==> src/rtl/eth_rx_pkg.sv <==
// eth_rx_pkg: shared constants and types for the GMII receive framer.
//   - Preamble / SFD byte values.
//   - CRC-32 init, polynomial (normal form) and good-frame residue.
//   - Bit positions inside the per-frame status word.
//   - Receive FSM state encoding.
package eth_rx_pkg;

    localparam logic [7:0]  PREAMBLE_BYTE = 8'h55;
    localparam logic [7:0]  SFD_BYTE      = 8'hD5;

    localparam logic [31:0] CRC_INIT      = 32'hFFFF_FFFF;
    localparam logic [31:0] CRC_POLY      = 32'h04C1_1DB7;
    // Register value (no final XOR) after running the CRC over data plus a correct FCS.
    localparam logic [31:0] CRC_RESIDUE   = 32'hDEBB_20E3;

    localparam int unsigned STAT_CRC_BAD   = 0;
    localparam int unsigned STAT_ADDR_MISS = 1;
    localparam int unsigned STAT_LEN_ERR   = 2;

    typedef enum logic [1:0] {
        DROP,
        IDLE,
        PREAMBLE,
        DATA
    } rx_state_e;

    // Bit-reverse a 32-bit word; turns the normal-form polynomial into the LSB-first form.
    function automatic logic [31:0] bit_reverse32(input logic [31:0] v);
        logic [31:0] r;
        for (int i = 0; i < 32; i++) begin
            r[i] = v[31-i];
        end
        return r;
    endfunction

endpackage

==> src/rtl/crc32_d8.sv <==
// crc32_d8: combinational next-state of the Ethernet CRC-32 for one data byte.
//   Reflected (LSB-first) algorithm, no final XOR.
//   crc_in  [31:0] current CRC register
//   data    [7:0]  received byte, bit 0 is the first bit on the wire
//   crc_out [31:0] CRC register after absorbing data
module crc32_d8
    import eth_rx_pkg::*;
(
    input  logic [31:0] crc_in,
    input  logic [7:0]  data,
    output logic [31:0] crc_out
);

    localparam logic [31:0] POLY_REFL = bit_reverse32(CRC_POLY);

    always_comb begin
        crc_out = crc_in;
        for (int i = 0; i < 8; i++) begin
            if (crc_out[0] ^ data[i]) begin
                crc_out = (crc_out >> 1) ^ POLY_REFL;
            end else begin
                crc_out = crc_out >> 1;
            end
        end
    end

endmodule

==> src/rtl/gmii_rx_frame.sv <==
// gmii_rx_frame: byte-level Ethernet receive framer on the GMII side.
//   Strips preamble/SFD, hides the 4-byte FCS behind a 5-deep delay line, checks CRC-32,
//   destination MAC and frame length, and counts good/bad frames.
//   gmii_rx_clk  sole clock
//   rst_n        synchronous reset, active low
//   gmii_rx_dv   GMII data valid
//   gmii_rxd     GMII data byte
//   rx_data      frame byte (dst MAC through payload)
//   rx_valid     rx_data valid, one cycle per byte
//   rx_sop       first byte of frame
//   rx_eop       last non-FCS byte of frame
//   rx_status    with rx_eop: [0] crc_bad, [1] addr_miss, [2] len_err
//   rx_good_cnt  frames ending with status 0 (wraps)
//   rx_bad_cnt   frames ending with nonzero status, plus aborted short frames (wraps)
module gmii_rx_frame
    import eth_rx_pkg::*;
#(
    parameter logic [47:0] LOCAL_MAC      = 48'h00_11_22_33_44_55,
    parameter bit          ADDR_FILTER_EN = 1'b1,
    parameter int unsigned MIN_LEN        = 64,
    parameter int unsigned MAX_LEN        = 1522
) (
    input  logic        gmii_rx_clk,
    input  logic        rst_n,
    input  logic        gmii_rx_dv,
    input  logic [7:0]  gmii_rxd,
    output logic [7:0]  rx_data,
    output logic        rx_valid,
    output logic        rx_sop,
    output logic        rx_eop,
    output logic [2:0]  rx_status,
    output logic [15:0] rx_good_cnt,
    output logic [15:0] rx_bad_cnt
);

    rx_state_e   state_q;
    logic [2:0]  pcnt_q;
    logic [15:0] n_q;          // frame bytes received since SFD
    logic [31:0] crc_q;
    logic [7:0]  dl_q [5];     // dl_q[0] newest, dl_q[4] oldest
    logic        hit_local_q;
    logic        hit_bcast_q;

    logic [31:0] crc_next;
    logic [7:0]  mac_byte;
    logic        addr_miss;
    logic [2:0]  eop_status;

    crc32_d8 u_crc (
        .crc_in  (crc_q),
        .data    (gmii_rxd),
        .crc_out (crc_next)
    );

    // Station address byte expected at the current destination-field position.
    always_comb begin
        mac_byte = 8'h00;
        case (n_q[2:0])
            3'd0:    mac_byte = LOCAL_MAC[47:40];
            3'd1:    mac_byte = LOCAL_MAC[39:32];
            3'd2:    mac_byte = LOCAL_MAC[31:24];
            3'd3:    mac_byte = LOCAL_MAC[23:16];
            3'd4:    mac_byte = LOCAL_MAC[15:8];
            3'd5:    mac_byte = LOCAL_MAC[7:0];
            default: mac_byte = 8'h00;
        endcase
    end

    // Frames shorter than a full destination field never match.
    assign addr_miss = ADDR_FILTER_EN && !((n_q >= 16'd6) && (hit_local_q || hit_bcast_q));

    always_comb begin
        eop_status                 = 3'b000;
        eop_status[STAT_CRC_BAD]   = (crc_q != CRC_RESIDUE);
        eop_status[STAT_ADDR_MISS] = addr_miss;
        eop_status[STAT_LEN_ERR]   = (n_q < 16'(MIN_LEN));
    end

    always_ff @(posedge gmii_rx_clk) begin
        if (!rst_n) begin
            state_q     <= DROP;
            pcnt_q      <= 3'd0;
            n_q         <= 16'd0;
            crc_q       <= CRC_INIT;
            hit_local_q <= 1'b0;
            hit_bcast_q <= 1'b0;
            for (int i = 0; i < 5; i++) begin
                dl_q[i] <= 8'h00;
            end
            rx_data     <= 8'h00;
            rx_valid    <= 1'b0;
            rx_sop      <= 1'b0;
            rx_eop      <= 1'b0;
            rx_status   <= 3'b000;
            rx_good_cnt <= 16'd0;
            rx_bad_cnt  <= 16'd0;
        end else begin
            rx_valid  <= 1'b0;
            rx_sop    <= 1'b0;
            rx_eop    <= 1'b0;
            rx_status <= 3'b000;

            unique case (state_q)
                DROP: begin
                    if (!gmii_rx_dv) begin
                        state_q <= IDLE;
                    end
                end

                IDLE: begin
                    if (gmii_rx_dv) begin
                        if (gmii_rxd == PREAMBLE_BYTE) begin
                            state_q <= PREAMBLE;
                            pcnt_q  <= 3'd1;
                        end else begin
                            state_q <= DROP;
                        end
                    end
                end

                PREAMBLE: begin
                    if (!gmii_rx_dv) begin
                        state_q <= IDLE;
                    end else if (gmii_rxd == PREAMBLE_BYTE) begin
                        if (pcnt_q == 3'd7) begin
                            state_q <= DROP;
                        end else begin
                            pcnt_q <= pcnt_q + 3'd1;
                        end
                    end else if (gmii_rxd == SFD_BYTE) begin
                        state_q     <= DATA;
                        n_q         <= 16'd0;
                        crc_q       <= CRC_INIT;
                        hit_local_q <= 1'b1;
                        hit_bcast_q <= 1'b1;
                    end else begin
                        state_q <= DROP;
                    end
                end

                DATA: begin
                    if (!gmii_rx_dv) begin
                        // End of frame: the oldest delay-line byte is the last non-FCS byte.
                        state_q <= IDLE;
                        if (n_q >= 16'd5) begin
                            rx_data   <= dl_q[4];
                            rx_valid  <= 1'b1;
                            rx_sop    <= (n_q == 16'd5);
                            rx_eop    <= 1'b1;
                            rx_status <= eop_status;
                            if (eop_status == 3'b000) begin
                                rx_good_cnt <= rx_good_cnt + 16'd1;
                            end else begin
                                rx_bad_cnt <= rx_bad_cnt + 16'd1;
                            end
                        end else begin
                            rx_bad_cnt <= rx_bad_cnt + 16'd1;
                        end
                    end else if (n_q == 16'(MAX_LEN)) begin
                        // Oversize: close the frame on the pending byte and drop the rest.
                        state_q                   <= DROP;
                        rx_data                   <= dl_q[4];
                        rx_valid                  <= 1'b1;
                        rx_sop                    <= (n_q == 16'd5);
                        rx_eop                    <= 1'b1;
                        rx_status[STAT_CRC_BAD]   <= 1'b1;
                        rx_status[STAT_ADDR_MISS] <= addr_miss;
                        rx_status[STAT_LEN_ERR]   <= 1'b1;
                        rx_bad_cnt                <= rx_bad_cnt + 16'd1;
                    end else begin
                        if (n_q >= 16'd5) begin
                            rx_data  <= dl_q[4];
                            rx_valid <= 1'b1;
                            rx_sop   <= (n_q == 16'd5);
                        end
                        dl_q[0] <= gmii_rxd;
                        for (int i = 1; i < 5; i++) begin
                            dl_q[i] <= dl_q[i-1];
                        end
                        crc_q <= crc_next;
                        n_q   <= n_q + 16'd1;
                        if (n_q < 16'd6) begin
                            hit_local_q <= hit_local_q && (gmii_rxd == mac_byte);
                            hit_bcast_q <= hit_bcast_q && (gmii_rxd == 8'hFF);
                        end
                    end
                end

                default: state_q <= DROP;
            endcase
        end
    end

endmodule
==> config.mk <==
export PLATFORM = sky130hd
export DESIGN_NAME = gmii_rx_frame
export DESIGN_NICKNAME = d
export VERILOG_FILES = /design/src/rtl/eth_rx_pkg.sv /design/src/rtl/crc32_d8.sv /design/src/rtl/gmii_rx_frame.sv
export SDC_FILE = /design/constraint.sdc
export NUM_CORES = 1
export LEC_CHECK = 0
export CAP_MARGIN = 20
export CORE_ASPECT_RATIO = 0.8
export CORE_MARGIN = 4
export CORE_UTILIZATION = 40
export DETAILED_ROUTE_END_ITERATION = 7
export PLACE_DENSITY = 0.68
export SLEW_MARGIN = 20
export SYNTH_ARGS = -nofsm -noshare
export SYNTH_HDL_FRONTEND = slang
export SYNTH_SLANG_ARGS = --single-unit
==> constraint.sdc <==
create_clock -name gmii_rx_clk -period 8.7 [get_ports gmii_rx_clk]
set_clock_uncertainty 0.1 [all_clocks]
set_input_delay 1.74 -clock gmii_rx_clk [delete_from_list [all_inputs] [get_ports gmii_rx_clk]]
set_output_delay 1.74 -clock gmii_rx_clk [all_outputs]
set_load 0.02 [all_outputs]
# After elaboration in Yosys (flattened, before gate mapping)
# Memories as Yosys holds them, arrays and structs flattened.
# Index checks and enable logic that the tools add are counted.
# word_totals
inputBits,11
memories,1
register_bits,101
ram_bits,40
# op_classes
reduce_logical,16
muxes,77
n_bitwise,22
add_sub_neg,4
eq_ne,31
n_lt_le_gt_ge,4
# memory_table
memory,words,width,read_ports,rd_ports_with_merged_regs,write_ports,line,source
dl_q,5,8,5,0,5,gmii_rx_frame.sv:40,logic [7:0] dl_q [5];
# op_table
op,n
$mux 32,13
$mux 16,9
$not 13->14,8
$mux 8,8
$pmux 32 s2,1
$add 16x1->16 const B,3
$pmux 7 s5,1
$ge 16x3->1 const B,2
$ne 32x32->1 const B,1
$pmux 16 s2,1
$mux 3,8
$mux 1,23
$ne 2x2->1 const B,11
$mux 2,9
$eq 16x11->1 const B,1
$eq 16x3->1 const B,1
$eq 8x8->1 const B,2
$lt 16x3->1 const B,1
$lt 16x7->1 const B,1
$reduce_and 6->1,2
$eq 3x3->1 const B,3
$eq 8x7->1 const B,1
$eq 8x8->1,1
$pmux 2 s4,1
other kinds (23),42

# Logic depth before layout (Yosys ltp)
# Gate-level depths: netlist of run 1.
# logic_depth
depth_word,19
depth_mapped,9
depth_no_buf,7

# Hierarchy
# From an unflattened synthesis of run 1, not the netlist that was laid out.
# hier_totals
hier_cells,658
hier_area_um2,6846.6
# by_module_without_submodules
module,area_per_inst_um2,instances,cells_per_inst
gmii_rx_frame,6077.1,1,588
crc32_d8,769.5,1,70

# Least setup slack after synthesis of run 1
# Ideal clock, no wire load.
# synth_timing
path_type,input to register
startpoint,input port rst_n
endpoint,"memory dl_q[0][0], enable pin"
arrival_ps,3275
stages,4
slack_ps,4794
n_path_buf,3
setup_time_ps,532
required_time_ps,8068
cell_sequence,clkbuf_1 -> clkbuf_1 -> clkbuf_1 -> nand2_1
# synth_rtl
item,line,source
"start, declared",gmii_rx_frame.sv:24,"input logic rst_n,"
"end, declared",gmii_rx_frame.sv:40,

# Final worst setup path of run 1
# layout_timing
startpoint,input port gmii_rxd[1]
endpoint,register crc_q[17]
# layout_between
elab_chain_cells,14
# layout_lines
item,line,source
"start, declared",gmii_rx_frame.sv:26,"input logic [7:0] gmii_rxd,"
$xor 1x1->1,crc32_d8.sv:19,if (crc_out[0] ^ data[i]) begin
$mux 32 (2 in series),crc32_d8.sv:19,
$not 13->14 (no source line),--,
$mux 32,crc32_d8.sv:19,
$not 13->14 (no source line),--,
$mux 32,crc32_d8.sv:19,
$not 13->14 (no source line),--,
$mux 32 (3 in series),crc32_d8.sv:19,
$mux 32,gmii_rx_frame.sv:159,end else if (n_q == 16'(MAX_LEN)) begin
$mux 32,gmii_rx_frame.sv:142,if (!gmii_rx_dv) begin
$pmux 32 s2,gmii_rx_frame.sv:103,unique case (state_q)
"end signal, assigned",gmii_rx_frame.sv:180,crc_q <= crc_next;
"end, declared",gmii_rx_frame.sv:39,logic [31:0] crc_q;
# Parallel ways exist; a longest one is shown, timed or not. The select of a mux whose other input is x is not followed.
# A chain may end at the register's enable or synchronous reset.

==> results of run 1 <==
## power by group through the flow
stage / Clock (mW) / Sequential (mW) / Combinational [mW]
final: 0.724 / 0.682 / 0.0989
after global routing: 0.765 / 0.682 / 0.106
after CTS: 0.739 / 0.682 / 0.0989
after detailed placement: 0 / 0.696 / 0.0971
after global placement: 0 / 0.696 / 0.0961
after floorplan: 0 / 0.696 / 0.0741
## kinds of logic (layout without fill, tap and decap cells)
family,Yosys count,count (layout)
simple gates,245,245
mux,16,16
flops,141,141
xor+xnor,73,73
compound gates,142,142
fa+ha+maj,11,11
buf+inv,55,115
## worst max-delay path: stages
cell,delay [ns]
clkdlybuf4s50_1,0.53
or3_1,0.47
nor4_1,0.44
a21oi_2,0.05
buf_4,0.25
nand2_1,0.66
a2bb2oi_1,0.22
## stage by stage
stage	hold WS, ns	worst slack, ns	utilization [%]	instance area (sq um)	power, mW
6_report	0.384	4.56	49.3	8230	1.51
5_1_grt	0.408	4.38	49.3	8230	1.55
4_1_cts	0.384	4.59	49.3	8230	1.52
3_5_place_dp	0.375	4.14	45.7	7630	0.794
3_3_place_gp	0.361	4.21	45.6	7630	0.792
2_1_floorplan	0.353	4.79	-	6900	0.770
## flip-flops by register name, indices dropped and copies added (netlist names)
register / flops
dl_q: 40
crc_q: 32
n_q: 16
rx_bad_cnt: 16
rx_good_cnt: 16
rx_data: 8
pcnt_q: 3
rx_status: 3
state_q: 2
hit_bcast_q: 1
hit_local_q: 1
rx_eop: 1
rx_sop: 1
rx_valid: 1
## final cells by class
cell class | count | share of cell area, %
clock buffer | 19 | 5.38
clock inverter | 13 | 1.90
inverter | 21 | 0.958
multi-input combinational | 487 | 41.9
sequential | 141 | 39.2
tap | 220 | 3.34
timing repair buffer | 62 | 7.36
## metal layers
metal	share of wire, %	vias to the layer above
met1	46	2583
met2	47	153
met3	5.3	26
li1	-	2612
met5	0	-
met4	1.8	0
## placed cells by master, fill, tap and decap left out, types with 3 or more instances in the layout
cell             instances
a21oi_1                 47
a2bb2oi_1               21
and2_1                  44
and3_1                   8
and4_1                   7
buf_4                    6
clkbuf_16               17
clkdlybuf4s50_1         56
clkinv_4                 4
dfxtp_1                101
edfxtp_1                40
ha_1                    11
inv_1                   21
inv_6                    3
mux2i_1                 16
nand2_1                 39
nand2b_1                 3
nand3_1                 22
nand4_1                 12
nand4b_1                 6
nor2_1                  26
nor2b_1                  5
nor3_1                  10
nor4_1                   5
nor4b_1                  4
o21ai_0                 26
o22ai_1                  4
o31ai_1                 20
or3_1                   20
or4_1                   22
xnor2_1                 45
xnor2_2                  3
xnor3_1                  6
xor2_1                  17
## worst paths after layout
| path | start | endpoint | slack (ns) | depth (start not counted) |
|---|---|---|---|---|
| worst min-delay path | rx_bad_cnt[15] | rx_bad_cnt[15] | 0.38 | 2 |
| worst max register to register | n_q[9] | crc_q[25] | 5.53 | 6 |
| worst min register to register | rx_bad_cnt[15] | rx_bad_cnt[15] | 0.38 | 2 |
| worst max-delay path | gmii_rxd[1] | crc_q[17] | 4.56 | 7 |
==> results.sh, run 1 <==
export IMPL_power_density_nw_per_um2=183
export IMPL_vias_per_cell=5.58
export IMPL_cts_buffers=17
export IMPL_antenna_found_initial=0
export IMPL_arrival_ns=4.38
export IMPL_die_height_um=125
export IMPL_synth_edf_count=40
export IMPL_synth_most_common_cell="dfxtp_1"
export IMPL_cp_max_fo=37
export IMPL_maxSlewHeadroom_pct=32.1
export IMPL_seq_area_frac_synth_pct=46.7
export IMPL_finalWorstPathRequiredPeriod_ns=4.14
export IMPL_postRouteAntennaNets=0
export IMPL_syn_to_final_growth_pct=19.4
export IMPL_clockBufferDepth=2
export IMPL_grt_ovfl_total=0
export IMPL_grt_usage_pct=15.5
export IMPL_endpoint_kind="register"
export IMPL_yosysTopAreaCell="dfxtp_1"
export IMPL_initial_utilization_pct=41.3
export IMPL_dr_pass1_iters=5
export IMPL_synth_adder_area_share_pct=2.00
export IMPL_port_buffers=56
export IMPL_cts_tree="built"
export IMPL_tightest_slew_ns=1.02
export IMPL_fin_setup_tns_ns=0
export IMPL_synth_top_family_by_area="simple AND/OR/NAND/NOR gates"
export IMPL_switchingPower_mw=0.344
export IMPL_synthFlopType="dfxtp_1"
export IMPL_syn_inst=683
export IMPL_finalCritPeriodShare_pct=47.5
export IMPL_yosys_area_share_simple_pct=21.0
export IMPL_max_vdd_ir_drop_v=0.000115
export IMPL_ctsHoldBuffers=0
export IMPL_core_area_sq_um=16700
export IMPL_wirelength_mm=15.2
export IMPL_diodes=0
export IMPL_synth_common_cells="101 x dfxtp_1, 48 x a21oi_1, 45 x xnor2_1"
export IMPL_synth_xor_area_share_pct=11.1
export IMPL_io_pins=57
export IMPL_rsz0062_at_grt="false"
export IMPL_clkLatencyLatePin_ns=0.42
export IMPL_min_path_type="register to register"
export IMPL_post_cts_resized_instances=0
export IMPL_ys_seq_elements=141
export IMPL_cts_sinks=141
export IMPL_use_met2_pct=24.2
export IMPL_dp_cells=931
export IMPL_max_cap_violations=0
export IMPL_required_ns=8.94
export IMPL_synth_area_mux_share_pct=2.32
export IMPL_final_cells=963
export IMPL_grt_use_met1_pct=20.8
export IMPL_yosys_area_top_type_share_pct=29.3
export IMPL_synth_area_top_cells="dfxtp_1 29%, edfxtp_1 17%, xnor2_1 5.7%"
export IMPL_clkSlewWorstSetupHoldPaths_ns=0.06
export IMPL_h_tree_depth=4
export IMPL_internal_power_mw=1.16
export IMPL_fp_dieW_um=155
export IMPL_rows=42
export IMPL_ys_types=61
export IMPL_drive_above_1_share_pct=7.00
export IMPL_fmax_mhz=242
export IMPL_grt_max_degree=62
export IMPL_grt_pass1_wl_mm=24.8
export IMPL_finalSetupViolations=0
export IMPL_synth_nets=705
export IMPL_multi_input_area_sq_um=3450
export IMPL_hold_viol=0
export IMPL_finalMaxSlewViolations=0
export IMPL_start_kind="input port"
export IMPL_sw_frac_of_total_pct=22.8
export IMPL_nets=752
export IMPL_synth_avg_cell_area_sq_um=10.1
export IMPL_power_leakage_nw=2.83
export IMPL_grt_busiest_layer="met2"
export IMPL_pwr_share_comb_pct=6.6
export IMPL_vias=5374
export IMPL_status="completed"
export IMPL_grt_pass1_vias=4926
export IMPL_clock_tree_root_cell="clkbuf_16"
export IMPL_place_hpwl_mm=10.5
export IMPL_syn_area_sq_um=6900
export IMPL_drc=0
export IMPL_p_clk_share_pct=48.1
export IMPL_worstSetupPathType="input port to register"
export IMPL_dieArea_sq_um=19400
export IMPL_dr_first_iter_drc_count=381
export IMPL_seqPwrFrac_pct=45.3
export IMPL_synth_compound_area_share_pct=13.4
export IMPL_postCtsSetupRepairBufs=0
export IMPL_regArea_sq_um=3220
export IMPL_async_flop_share_pct=0
export IMPL_ys_warn_count=0
export IMPL_gr_usage_met3_pct=3.73
export IMPL_wl_per_cell_um=15.8
export IMPL_place_congestion=0.938
export IMPL_nFillCells=1466
Note: power is estimated with default switching activity, not from simulation.
==> inputs of run 2 (changes only) <==
==> constraint.sdc (replaced) <==
create_clock -name gmii_rx_clk -period 4.2 [get_ports gmii_rx_clk]
set_clock_uncertainty 0.1 [all_clocks]
set_input_delay 0.84 -clock gmii_rx_clk [delete_from_list [all_inputs] [get_ports gmii_rx_clk]]
set_output_delay 0.84 -clock gmii_rx_clk [all_outputs]
set_load 0.02 [all_outputs]
==> run 2 against run 1 <==
Global-route usage up 0.60 points; critical path type is now register to register; critical path depth unchanged; clock power up 93%; largest cell class unchanged; final cell count up 0.73%; non-clock buffer count up 7; die area unchanged.
==> results.sh, run 2 (synthesis gave the netlist of run 1 again) <==
export IMPL_rows=42
export IMPL_multi_input_area_sq_um=3450
export IMPL_initial_utilization_pct=41.3
export IMPL_pwr_share_comb_pct=6.8
export IMPL_worstSetupPathType="register to register"
export IMPL_drc=0
export IMPL_grt_use_met1_pct=20.2
export IMPL_hold_viol=0
export IMPL_max_cap_violations=0
export IMPL_rsz0062_at_grt="false"
export IMPL_dr_first_iter_drc_count=406
export IMPL_regMostFlops="dl_q"
export IMPL_clock_tree_root_cell="clkbuf_16"
export IMPL_grt_pass1_vias=5131
export IMPL_cpMaxStageDelayCell="a21oi_2"
export IMPL_finalWorstPathRequiredPeriod_ns=3.31
export IMPL_grt_pass1_wl_mm=25.6
export IMPL_wirelength_mm=15.8
export IMPL_gr_usage_met3_pct=4.15
export IMPL_r2r_end="crc_q[19]"
export IMPL_hold_depth=2
export IMPL_crit_top_cell="buf_4"
export IMPL_seqPwrFrac_pct=46.8
export IMPL_power_leakage_nw=2.82
export IMPL_h_tree_depth=4
export IMPL_post_cts_resized_instances=0
export IMPL_cts_buffers=17
export IMPL_place_congestion=0.872
export IMPL_endpoint_kind="register"
export IMPL_largest_reg_flops=40
export IMPL_cts_sinks=141
export IMPL_ctsHoldBuffers=0
export IMPL_dr_pass1_iters=5
export IMPL_required_ns=4.41
export IMPL_crit_chain="or4_4, o41a_1, a21oi_2, buf_4, nand2_1, buf_4, o22a_1"
export IMPL_drive_above_1_share_pct=7.33
export IMPL_status="completed"
export IMPL_nets=759
export IMPL_hold_end="rx_good_cnt[15]"
export IMPL_clockBufferDepth=2
export IMPL_dieArea_sq_um=19400
export IMPL_r2r_start="n_q[9]"
export IMPL_r2r_setup_slack_ns=0.89
export IMPL_vias_per_cell=5.56
export IMPL_die_height_um=125
export IMPL_final_cell_mix="101 x dfxtp_1, 56 x clkdlybuf4s50_1, 48 x a21oi_1"
export IMPL_grt_ovfl_total=0
export IMPL_min_path_type="register to register"
export IMPL_fin_setup_tns_ns=0
export IMPL_whs_ns=0.378
export IMPL_start_kind="register"
export IMPL_regArea_sq_um=3220
export IMPL_tightest_slew_ns=1.02
export IMPL_nFillCells=1461
export IMPL_wl_per_cell_um=16.3
export IMPL_maxSlewHeadroom_pct=31.8
export IMPL_arrival_ns=3.52
export IMPL_finalCritPeriodShare_pct=78.8
export IMPL_clkSlewWorstSetupHoldPaths_ns=0.06
export IMPL_p_clk_share_pct=46.4
export IMPL_grt_max_degree=62
export IMPL_internal_power_mw=2.32
export IMPL_port_buffers=56
export IMPL_layout_commonest_cell="dfxtp_1"
export IMPL_postCtsSetupRepairBufs=0
export IMPL_diodes=0
export IMPL_use_met2_pct=27.3
export IMPL_largestRegisters="dl_q: 40 flops, crc_q: 32 flops"
export IMPL_core_area_sq_um=16700
export IMPL_io_pins=57
export IMPL_fmax_mhz=302
export IMPL_cp_max_fo=28
export IMPL_cts_tree="built"
export IMPL_grt_busiest_layer="met2"
export IMPL_crit_buf_inv=2
export IMPL_switchingPower_mw=0.702
export IMPL_vias=5391
export IMPL_fp_dieW_um=155
export IMPL_antenna_found_initial=0
export IMPL_finalMaxSlewViolations=0
export IMPL_clkLatencyLatePin_ns=0.42
export IMPL_total_power_mw=3.02
export IMPL_postRouteAntennaNets=0
export IMPL_hold_start="rx_good_cnt[15]"
export IMPL_critical_path_max_stage_delay_ns=0.79
export IMPL_place_hpwl_mm=10.9
export IMPL_reg2regPathDepth=7
export IMPL_crit_family="compound AO/OA/AOI/OAI gates"
export IMPL_syn_to_final_growth_pct=19.3
export IMPL_max_vdd_ir_drop_v=0.000196
export IMPL_sw_frac_of_total_pct=23.2
export IMPL_finalSetupViolations=0
export IMPL_grt_usage_pct=16.1
export IMPL_power_density_nw_per_um2=367
[run 2: area by class of cell]
cell class / count / area share, %
multi-input cells: 487 / 41.9
flip-flops and latches: 141 / 39.2
repair buffers: 69 / 8.00
clock buffers: 19 / 5.26
well taps: 220 / 3.35
clock inverters: 13 / 1.38
inverters: 21 / 0.958
[run 2: worst max-delay path by stage]
| stage | startpoint | end | slack (ns) | cells after the start |
|---|---|---|---|---|
| after floorplan | rst_n | dl_q[0][0] | 1.19 | 4 |
| after global placement | gmii_rxd[1] | n_q[0] | 0.75 | 8 |
| after detailed placement | gmii_rxd[1] | crc_q[14] | 0.65 | 8 |
| after CTS | n_q[9] | crc_q[25] | 0.89 | 7 |
| after global routing | n_q[9] | crc_q[25] | 0.68 | 7 |
| final | n_q[9] | crc_q[19] | 0.89 | 7 |
[run 2: stage by stage]
| stage | setup slack (ns) | cell area [sq um] | instances | util [%] |
|---|---|---|---|---|
| 2_1_floorplan | 1.19 | 6900 | 683 | - |
| 3_3_place_gp | 0.752 | 7680 | 938 | 46.0 |
| 3_5_place_dp | 0.646 | 7680 | 938 | 46.0 |
| 4_1_cts | 0.888 | 8230 | 970 | 49.2 |
| 5_1_grt | 0.679 | 8230 | 970 | 49.2 |
| 6_report | 0.889 | 8230 | 970 | 49.2 |
[run 2: metal layers]
layer | wire [um] | vias up
li1 | - | 2627
met1 | 7000 | 2592
met2 | 7740 | 151
met3 | 891 | 21
met4 | 207 | 0
met5 | 0 | -
[run 2: worst min-delay path: stages (launching register included)]
cell and delay (ns):
dfxtp_1 0.32, o31ai_1 0.06, a21oi_1 0.05
[run 2: power by group through the flow]
stage | clock [mW] | combinational [mW] | sequential (mW)
4_1_cts | 1.42 | 0.206 | 1.41
2_1_floorplan | 0 | 0.154 | 1.44
6_report | 1.40 | 0.207 | 1.41
3_3_place_gp | 0 | 0.201 | 1.44
5_1_grt | 1.48 | 0.221 | 1.41
3_5_place_dp | 0 | 0.204 | 1.44
==> inputs of run 3 (changes only) <==
--- a/config.mk
+++ b/config.mk
@@ -10,7 +10,7 @@
 export CORE_MARGIN = 4
 export CORE_UTILIZATION = 40
 export DETAILED_ROUTE_END_ITERATION = 7
-export PLACE_DENSITY = 0.68
+export PLACE_DENSITY = 0.7
 export SLEW_MARGIN = 20
 export SYNTH_ARGS = -nofsm -noshare
 export SYNTH_HDL_FRONTEND = slang
==> constraint.sdc (replaced) <==
create_clock -name gmii_rx_clk -period 2.72 [get_ports gmii_rx_clk]
set_clock_uncertainty 0.1 [all_clocks]
set_input_delay 0.544 -clock gmii_rx_clk [delete_from_list [all_inputs] [get_ports gmii_rx_clk]]
set_output_delay 0.544 -clock gmii_rx_clk [all_outputs]
set_load 0.02 [all_outputs]
==> run 3 against run 2 <==
Utilization increased by 4.0 points; die area stayed put; first-iteration DRC count shrank 5.7%; clock-buffer cell count decreased by 1; total power grew 62%; critical path depth is 2 lower; global-route usage rose by 0.80 points; critical endpoint is now rx_good_cnt[8]; largest power group is now clock.
==> results.sh, run 3 (synthesis gave the netlist of run 1 again) <==
export IMPL_dr_pass1_iters=4
export IMPL_nets=826
export IMPL_power_leakage_nw=3.22
export IMPL_hold_depth=2
export IMPL_regArea_sq_um=3220
export IMPL_grt_pass1_vias=5196
export IMPL_rows=42
export IMPL_vias=5540
export IMPL_finalMaxSlewViolations=0
export IMPL_r2r_start="crc_q[30]"
export IMPL_finalCritPeriodShare_pct=94.8
export IMPL_hold_start="pcnt_q[1]"
export IMPL_whs_ns=0.375
export IMPL_max_cap_violations=0
export IMPL_hold_viol=0
export IMPL_port_buffers=56
export IMPL_switchingPower_mw=1.16
export IMPL_total_power_mw=4.89
export IMPL_h_tree_depth=4
export IMPL_clkLatencyLatePin_ns=0.43
export IMPL_crit_chain="nand4b_1, or4_4, or4_1, or3_1, a21oi_1"
export IMPL_dieArea_sq_um=19400
export IMPL_diodes=0
export IMPL_die_height_um=125
export IMPL_largestRegisters="dl_q: 40 flops, crc_q: 32 flops"
export IMPL_min_path_type="register to register"
export IMPL_grt_ovfl_total=0
export IMPL_dr_first_iter_drc_count=383
export IMPL_postRouteAntennaNets=0
export IMPL_grt_busiest_layer="met2"
export IMPL_place_congestion=0.856
export IMPL_clkSlewWorstSetupHoldPaths_ns=0.06
export IMPL_endpoint_kind="register"
export IMPL_drive_above_1_share_pct=16.0
export IMPL_ctsHoldBuffers=0
export IMPL_clock_tree_root_cell="clkbuf_16"
export IMPL_gr_usage_met3_pct=5.08
export IMPL_finalSetupViolations=0
export IMPL_arrival_ns=2.84
export IMPL_tightest_slew_ns=0.716
export IMPL_drc=0
export IMPL_wirelength_mm=16.2
export IMPL_seqPwrFrac_pct=44.6
export IMPL_hold_end="pcnt_q[1]"
export IMPL_postCtsSetupRepairBufs=0
export IMPL_initial_utilization_pct=41.3
export IMPL_critical_path_max_stage_delay_ns=0.70
export IMPL_r2r_setup_slack_ns=0.14
export IMPL_cts_tree="built"
export IMPL_internal_power_mw=3.74
export IMPL_required_ns=2.98
export IMPL_finalWorstPathRequiredPeriod_ns=2.58
export IMPL_cts_sinks=141
export IMPL_place_hpwl_mm=11.2
export IMPL_cts_buffers=17
export IMPL_sw_frac_of_total_pct=23.6
export IMPL_grt_use_met1_pct=23.7
export IMPL_r2r_end="rx_good_cnt[8]"
export IMPL_vias_per_cell=5.34
export IMPL_maxSlewHeadroom_pct=51.9
export IMPL_final_cell_mix="101 x dfxtp_1, 73 x buf_4, 56 x clkdlybuf4s50_1"
export IMPL_cp_max_fo=8
export IMPL_cpMaxStageDelayCell="or4_1"
export IMPL_grt_usage_pct=16.9
export IMPL_status="completed"
export IMPL_start_kind="register"
export IMPL_multi_input_area_sq_um=3500
export IMPL_p_clk_share_pct=47.6
export IMPL_use_met2_pct=25.5
export IMPL_worstSetupPathType="register to register"
export IMPL_fp_dieW_um=155
export IMPL_fmax_mhz=388
export IMPL_grt_pass1_wl_mm=26.6
export IMPL_core_area_sq_um=16700
export IMPL_power_density_nw_per_um2=550
export IMPL_layout_commonest_cell="dfxtp_1"
export IMPL_io_pins=57
export IMPL_largest_reg_flops=40
export IMPL_syn_to_final_growth_pct=29.0
export IMPL_rsz0062_at_grt="false"
export IMPL_crit_buf_inv=0
export IMPL_setup_worst_path_start="crc_q[30]"
export IMPL_pwr_share_comb_pct=7.8
export IMPL_max_vdd_ir_drop_v=0.000375
export IMPL_crit_family="simple AND/OR/NAND/NOR gates"
export IMPL_wl_per_cell_um=15.6
export IMPL_reg2regPathDepth=5
export IMPL_grt_max_degree=41
export IMPL_nFillCells=1448
export IMPL_antenna_found_initial=0
export IMPL_clockBufferDepth=2
export IMPL_regMostFlops="dl_q"
## run 3: cell count changes in the layout (fill, tap and decap cells not counted), sizes merged
| cell | change |
|---|---|
| a21oi | +1 |
| clkinvlp | -3 |
| bufinv | +1 |
| inv | +2 |
| buf | +66 |
| clkinv | +1 |
| clkbuf | -1 |
## run 3: power by group through the flow
stage,registers (mW),logic (mW),clock network (mW)
floorplan,2.22,0.237,0
global placement,2.23,0.375,0
detailed placement,2.23,0.376,0
CTS,2.18,0.382,2.38
global route,2.18,0.411,2.47
finish,2.18,0.384,2.33
## run 3: layout make-up
class,instances,area share (%)
tap,220,3.10
clock inverter,14,1.79
timing repair buffer,135,13.8
multi-input combinational,488,39.4
inverter,21,0.886
clock buffer,18,4.83
sequential,141,36.2
## run 3: through the flow
stage	setup WS, ns	instance area (sq um)	TNS [ns]	utilization [%]	std cells
finish	0.142	8890	0	53.2	1037
global route	0.0571	8890	0	53.2	1037
CTS	0.0510	8860	0	53.0	1036
detailed placement	-0.275	8260	-6.14	49.4	1004
global placement	-0.208	8250	-4.22	49.4	1004
floorplan	0.279	6900	0	-	683
## run 3: metal layers
metal,wire [um],vias to the layer above
met5,0,-
met3,670,18
met4,177,0
li1,-,2762
met2,7260,106
met1,8040,2654
## run 3: worst max-delay path by stage
stage                           end  slack [ns]  depth (start not counted)
floorplan                dl_q[0][0]        0.28                          4
global placement             n_q[5]       -0.21                          7
detailed placement           n_q[6]       -0.27                          7
CTS                 rx_good_cnt[15]        0.05                          5
global route         rx_good_cnt[6]        0.06                          6
finish               rx_good_cnt[8]        0.14                          5
## run 3: repair_timing
action	in CTS	in global routing
setup endpoints to repair	26	37
pin swaps	0	1
resized for setup	2	4
endpoints found under the hold margin	0	0
gates cloned	0	1
## run 3: tightest hold or removal path, cell delays in order (launching register included)
cell and delay [ns]:
dfxtp_1 0.31, o21ai_0 0.07, a21oi_1 0.06
